--- config.mk ---
export PLATFORM = sky130hd
export DESIGN_NAME = ring_buffer_arbiter
export DESIGN_NICKNAME = d
export VERILOG_FILES = /design/src/rtl/ring_buffer_arbiter.sv
export SDC_FILE = /design/constraint.sdc
export NUM_CORES = 1
export LEC_CHECK = 0
export CAP_MARGIN = 5
export CORE_MARGIN = 2
export CORE_UTILIZATION = 28
export DETAILED_ROUTE_END_ITERATION = 7
export HOLD_SLACK_MARGIN = 0.03
export PLACE_DENSITY = 0.9
export SKIP_LAST_GASP = 1
export SYNTH_ARGS = -nofsm -noshare
export SYNTH_HDL_FRONTEND = slang
export SYNTH_SLANG_ARGS = --single-unit
--- constraint.sdc ---
create_clock -name clk_i -period 2.2 [get_ports clk_i]
set_input_delay 0.22 -clock clk_i [delete_from_list [all_inputs] [get_ports clk_i]]
set_output_delay 0.22 -clock clk_i [all_outputs]
set_load 0.03 [all_outputs]
--- src/rtl/ring_buffer_arbiter.sv ---
// Round-robin, packet-locked arbiter draining N_PORTS upstream ring buffers into one
// downstream buffer. A grant is held from the header flit through the last payload flit.
module ring_buffer_arbiter #(
    parameter int unsigned N_PORTS   = 4,
    parameter int unsigned DATA_SIZE = 32,
    parameter int unsigned LEN_SIZE  = 8
) (
    input  logic                         clk_i,
    input  logic                         rst_ni,
    input  logic                         buf_rst_i,
    input  logic [N_PORTS-1:0]           tx_i,
    output logic [N_PORTS-1:0]           tx_ack_o,
    input  logic [N_PORTS*DATA_SIZE-1:0] data_i,
    output logic                         rx_o,
    input  logic                         rx_ack_i,
    output logic [DATA_SIZE-1:0]         data_o,
    output logic                         busy_o,
    output logic [$clog2(N_PORTS)-1:0]   grant_o,
    output logic [1:0]                   dbg_state
);

    localparam int unsigned GW = $clog2(N_PORTS);

    typedef enum logic [1:0] {
        IDLE    = 2'd0,
        HEADER  = 2'd1,
        PAYLOAD = 2'd2
    } state_t;

    state_t              state_q, state_d;
    logic [GW-1:0]       g_q, g_d;
    logic [GW-1:0]       ptr_q, ptr_d;
    logic [LEN_SIZE-1:0] cnt_q, cnt_d;
    logic [GW-1:0]       cand, pick, nxt_ptr;
    logic                found, xfer;
    logic [LEN_SIZE-1:0] len;
    logic [DATA_SIZE-1:0] flit [N_PORTS];

    for (genvar k = 0; k < N_PORTS; k++) begin : g_slice
        assign flit[k] = data_i[k*DATA_SIZE +: DATA_SIZE];
    end

    // Handshake: rx_o is valid, rx_ack_i is ready (independent of rx_o); a flit moves
    // when both are high, and the same cycle pops the granted upstream via tx_ack_o.
    assign xfer      = (state_q != IDLE) && tx_i[g_q] && rx_ack_i;
    assign rx_o      = (state_q != IDLE) && tx_i[g_q];
    assign data_o    = flit[g_q];
    assign busy_o    = (state_q != IDLE);
    assign grant_o   = g_q;
    assign dbg_state = state_q;
    assign len       = data_o[LEN_SIZE-1:0];
    assign nxt_ptr   = (g_q == GW'(N_PORTS - 1)) ? '0 : g_q + GW'(1);

    always_comb begin
        tx_ack_o      = '0;
        tx_ack_o[g_q] = xfer;
    end

    // Search ptr, ptr+1, ... modulo N_PORTS; the port just served sits at the end.
    always_comb begin
        found = 1'b0;
        pick  = '0;
        cand  = '0;
        for (int unsigned i = 0; i < N_PORTS; i++) begin
            cand = GW'((32'(ptr_q) + i) % N_PORTS);
            if (!found && tx_i[cand]) begin
                found = 1'b1;
                pick  = cand;
            end
        end
    end

    always_comb begin
        state_d = state_q;
        g_d     = g_q;
        ptr_d   = ptr_q;
        cnt_d   = cnt_q;
        case (state_q)
            IDLE: begin
                if (found) begin
                    g_d     = pick;
                    state_d = HEADER;
                end
            end
            HEADER: begin
                if (xfer) begin
                    if (len == '0) begin
                        state_d = IDLE;
                        ptr_d   = nxt_ptr;
                    end else begin
                        cnt_d   = len;
                        state_d = PAYLOAD;
                    end
                end
            end
            PAYLOAD: begin
                if (xfer) begin
                    cnt_d = cnt_q - LEN_SIZE'(1);
                    if (cnt_q == LEN_SIZE'(1)) begin
                        state_d = IDLE;
                        ptr_d   = nxt_ptr;
                    end
                end
            end
            default: state_d = IDLE;
        endcase
    end

    always_ff @(posedge clk_i or negedge rst_ni) begin
        if (!rst_ni) begin
            state_q <= IDLE;
            g_q     <= '0;
            ptr_q   <= '0;
            cnt_q   <= '0;
        end else if (buf_rst_i) begin
            state_q <= IDLE;
            g_q     <= '0;
            ptr_q   <= '0;
            cnt_q   <= '0;
        end else begin
            state_q <= state_d;
            g_q     <= g_d;
            ptr_q   <= ptr_d;
            cnt_q   <= cnt_d;
        end
    end

endmodule
# Yosys cells after proc, flatten, opt, wreduce, memory -nomap -nowiden

Cells that the tools add are included.

Bits of input ports: 136
Register bits: 14

Bitwise gates (word level): 2
Equality and inequality tests: 10
Magnitude comparators: 7
Add/sub/neg operators: 5
Reductions and logical operators: 19
Multiplexer cells: 45

Operator list:

| kind                | number |
|---|---|
| $bmux 32 s2         | 1 |
| $mux 32             | 2 |
| $mux 2              | 19 |
| $mux 8              | 4 |
| $ne 3x3->1 const B  | 6 |
| $pmux 8 s2          | 1 |
| $lt 2x3->1 const B  | 5 |
| $bmux 1 s2          | 5 |
| $mux 1              | 10 |
| $eq 8x1->1 const B  | 1 |
| $logic_not 8->1     | 1 |
| $reduce_and 4->1    | 2 |
| $sub 8x1->8 const B | 1 |
| $logic_and 1x1->1   | 6 |
| $pmux 2 s3          | 1 |
| $reduce_bool 2->1   | 3 |
| $reduce_and 5->1    | 1 |
| $add 2x1->2 const B | 2 |
| $add 2x2->2 const B | 2 |
| $and 4x4->4         | 1 |
| $eq 2x2->1 const B  | 2 |
| $pmux 2 s2          | 1 |
| $ge 3x3->1 const B  | 1 |
| $logic_not 1->1     | 3 |
| other kinds (7)     | 7 |

# Longest topological paths before layout

Gate-level depths: netlist (run 1).

Word-level depth: 15
Depth in mapped cells: 8
Gate-level depth less buffers: 6

# Worst setup path after synthesis (run 1)

OpenSTA, ideal clock, no wires.

Kind: flip-flop to flip-flop
Start: reg g_q[1] (netlist: grant_o[1])
End: reg ptr_q[1]
Clock period less this slack: 2.671 ns
Slack: -0.471 ns
Required time: 2.076 ns
Path buffers: 2
Arrival: 2.547 ns
Cell stages (with the launch flop): 8
Library setup time: 0.124 ns
Path through: dfrtp_1 clkbuf_1 buf_2 mux4_2 or4_4 o21ai_4 nor3b_1 a211o_1

Longest elaborated chain between the ends: 7

Ends and longest elaborated chain:

| element                                     | RTL line | source |
|---|---|---|
| from (decl)                                 | 31       | `logic [GW-1:0] g_q, g_d;` |
| from (signal assigned)                      | 122      | `g_q <= g_d;` |
| $not 2->3 (implied by the code)             | 47       | `assign data_o = flit[g_q];` |
| $bmux 32 s2                                 | 47       |  |
| $mux 32 (implied by the code) (2 in series) | 47       |  |
| named net data_o[6]                         | 16       | `output logic [DATA_SIZE-1:0] data_o,` |
| $logic_not 8->1                             | 87       | `if (len == '0) begin` |
| $ne 3x3->1 (no source line)                 | --       |  |
| $reduce_and 5->1 (no source line)           | --       |  |
| to (signal assigned)                        | 123      | `ptr_q <= ptr_d;` |
| to (decl)                                   | 32       | `logic [GW-1:0] ptr_q, ptr_d;` |

The timed path passes the listed nets, and every way through them passes these cells. The select of a mux whose other input is x is not followed.
A chain may end at the register's enable or synchronous reset.

# Worst setup path in the final report (run 1)

Start: reg g_q[0] (netlist: grant_o[0])
End: reg ptr_q[1]

Longest elaborated chain between the ends: 7

Ends and longest elaborated chain:

| element                                     | RTL line |
|---|---|
| $not 2->3 (implied by the code)             | 47 |
| $bmux 32 s2                                 | 47 |
| $mux 32 (implied by the code) (2 in series) | 47 |
| $logic_not 8->1                             | 87 |
| $ne 3x3->1 (no source line)                 | -- |
| $reduce_and 5->1 (no source line)           | -- |

Parallel ways exist; a longest one is shown, timed or not. The select of a mux whose other input is x is not followed.

==> results.py, run 1 <==
metrics = {
    "min_path": {
        "min_path_type": "in2async",
    },
    "detailed_routing": {
        "drt-vias-per-instance": 5.35,
        "postRouteWirelength_microns": 8520,
        "vias": 2455,
        "drc": 0,
        "drt_pass1_iterations": 5,
        "drt_iter0_drc": 206,
        "antenna_left": 0,
        "avgRoutedWirePerCell_microns": 18.6,
    },
    "synthesis": {
        "synth_top_cells_by_area": "mux4_2 39%, dfrtp_1 19%, a21oi_1 5.6%, ha_1 4.0%, nand2_1 3.2%",
        "avgSynthCellArea_sq_um": 10.5,
        "netlist.area_leader.share_pct": 39.3,
        "synth_xor_area_share_pct": 0,
        "synth_ff_type": "dfrtp_1",
        "synth_fa_ha_area_share_pct": 3.97,
        "synth_top_family_by_area": "multiplexers",
        "synth_nets": 322,
        "syn_inst": 180,
        "synth_seq_cells": 14,
        "yosysSeqAreaShare_pct": 18.5,
        "yosys.area_share.simple_pct": 18.2,
        "syn_area_sq_um": 1890,
        "synthMuxAreaShare_pct": 39.8,
        "yosys_warnings": 0,
        "synth-edff-count": 0,
        "synth_compound_area_share_pct": 15.1,
        "yosys.area.top_type": "mux4_2",
        "postSynth.asyncResetShare_pct": 100,
        "synth.distinct_cells": 41,
    },
    "pwr": {
        "total_power_mw": 1.85,
        "p_leak_nw": 1.58,
        "power.density_nw_per_um2": 461,
        "ir_drop_mv": 0.207,
    },
    "critical_path": {
        "crit_fanout": 6,
        "critPathTopFamily": "simple AND/OR/NAND/NOR gates",
        "cp_slowest_stage_delay_ns": 0.59,
        "arrival_ns": 2.45,
        "cp.required_ns": 2.33,
        "crit_path_start_kind": "register",
        "end_kind": "register",
        "critPathKind": "reg2reg",
        "worstPathCellList": "buf_12, mux4_2, or4_4, o21ai_4, nor3b_2, a211o_1",
        "critPathBufInv": 1,
        "critPathSlowestCell": "or4_4",
    },
    "die": {
        "die_w_microns": 86.2,
        "core_area_sq_um": 6460,
        "io_pins": 178,
        "start_util_pct": 29.3,
        "die_area_sq_um": 7430,
        "core.rowCount": 29,
        "die_y_microns": 86.2,
    },
    "clock_tree": {
        "numCtsBuffers": 3,
        "cts-root-buf": "clkbuf_8",
        "h-tree-depth": 1,
        "clk_latency_ns": 0.26,
        "path_clk_slew_ns": 0.07,
        "clock_sinks": 14,
        "cts_tree": "yes",
        "cts_max_path_buffers": 2,
    },
    "global_routing": {
        "grt_overflow": 0,
        "grt_use_total_pct": 22.3,
        "antenna_found_initial": 0,
        "first_global_vias": 2628,
        "grt_max_degree": 23,
        "grt_pass1_wl_microns": 13100,
    },
    "sta": {
        "max_freq_mhz": 431,
        "tightestPinTransition_ns": 0.669,
        "period_minus_slack_ns": 2.32,
        "rsz0062_at_grt": "yes",
        "slew_viol_final": 0,
        "clock_skew_ns": 0.00640,
        "fin_tns_setup_ns": -0.447,
        "period_share_pct": 106,
        "relSlewSlack_pct": 55.3,
        "finalWorstSetupSlack_ns": -0.122,
        "hold_viol": 0,
        "finalSetupViolations": 8,
    },
    "placed_design": {
        "dp_hpwl_microns": 7310,
        "place_area_sq_um": 3940,
        "globalplace.congestion": 0.908,
        "io_buffers": 177,
    },
    "layout": {
        "drive_above_1_share_pct": 26.4,
        "antennaDiodeCount": 0,
        "final_area_sq_um": 4010,
        "final_nets": 525,
        "syn_to_final_growth_pct": 112,
    },
    "run": {
        "maxCapViolations": 0,
    },
    "outcome": {
        "run_status": "finished with violations",
        "violations": "setup timing",
    },
}
-- timing repair --
item	4_1_cts	5_1_grt
hold buffers	0	0
setup endpoints to repair	46	36
setup buffers	3	0
pin swaps	3	3
cloned	1	0
resized for setup	40	7
-- routing by layer --
metal	track usage [%]	routed length, microns
met1	25.9	3030
met2	41.5	4690
met3	3.52	569
met4	7.39	233
met5	0	0
-- synthesized netlist by cell type (2+ instances only) --
library cell,n
mux4_2,33
a21oi_1,21
clkbuf_1,6
dfrtp_1,14
nand4b_1,2
nand2b_1,4
a31oi_1,4
a31o_1,2
nand3b_1,6
and2_1,5
nor4_1,2
inv_1,5
buf_6,2
nor3_1,5
ha_1,6
nand3_1,3
nor2b_1,2
o21ai_0,3
buf_1,4
nand2_1,16
nor2_1,9
o211ai_1,3
a211o_1,2
o21ai_1,4
-- cell families (layout without fill, tap and decap cells) --
kind of cell    after synthesis  count (layout)
flops                        14              14
buf+inv                      18             219
mux                          34              34
compound gates               46              47
simple gates                 62              62
fa+ha+maj                     6               6
-- final cells by class --
class / count / area (sq um)
inverters: 5 / 18.8
multi-input cells: 149 / 1500
fillers: 532 / 2450
clock buffers: 4 / 55.1
well taps: 77 / 96.3
repair buffers: 210 / 1990
flip-flops and latches: 14 / 353
-- flip-flops by register name, summed over array words and instances (netlist names) --
signal,flops
cnt_q,8
dbg_state,2
grant_o,2
ptr_q,2
-- worst register-to-register path, cell delays in order (launching register included) --
cell	delay [ns]
dfrtp_2	0.40
buf_12	0.13
mux4_2	0.52
or4_4	0.59
o21ai_4	0.25
nor3b_2	0.08
a211o_1	0.24
-- through the flow --
step | hold slack, ns | util [%] | setup WS, ns | cells
floorplan | -0.0756 | - | -0.322 | 180
global placement | 0.511 | 61.0 | -0.193 | 451
detailed placement | 0.529 | 61.0 | -0.269 | 451
CTS | 0.391 | 62.0 | -0.110 | 459
global route | 0.416 | 62.1 | -0.172 | 459
finish | 0.369 | 62.1 | -0.122 | 459
-- worst paths after layout --
kind	cells past startpoint	to	from	slack, ns
min in group clk_i	1	cnt_q[5]	cnt_q[5]	0.54
max in group asynchronous	1	grant_o[1]	rst_ni	1.35
setup reg to reg	6	ptr_q[1]	grant_o[0]	-0.12
hold reg to reg	1	cnt_q[5]	cnt_q[5]	0.54
hold / removal	1	cnt_q[7]	rst_ni	0.37
setup / recovery	6	ptr_q[1]	grant_o[0]	-0.12
-- placed cells by master (no fill, tap or decap), types with 5 or more instances in the layout --
master           synthesis  layout
a21oi_1                 21      21
buf_4                    0      39
clkdlybuf4s50_1          0     139
dfrtp_1                 14      12
dlygate4sd2_1            0      22
ha_1                     6       6
inv_1                    5       5
mux4_2                  33      33
nand2_1                 16      16
nand3b_1                 6       6
nor2_1                   9       8
nor3_1                   5       5
-- report_power, final --
| part | leakage [nW] | total, mW | internal, mW | switching (mW) |
|---|---|---|---|---|
| Combinational | 1.36 | 1.27 | 0.671 | 0.595 |
| Clock | 0.0288 | 0.264 | 0.159 | 0.105 |
| Sequential | 0.186 | 0.318 | 0.282 | 0.0365 |
Power figures use the tool's default switching activity.
==> run 2: changes to the inputs <==
ABC_CLOCK_PERIOD_IN_PS = 2200   (was not set)
==> results of run 2 <==
Final layout, timing and power as in run 1 (identical DEF).
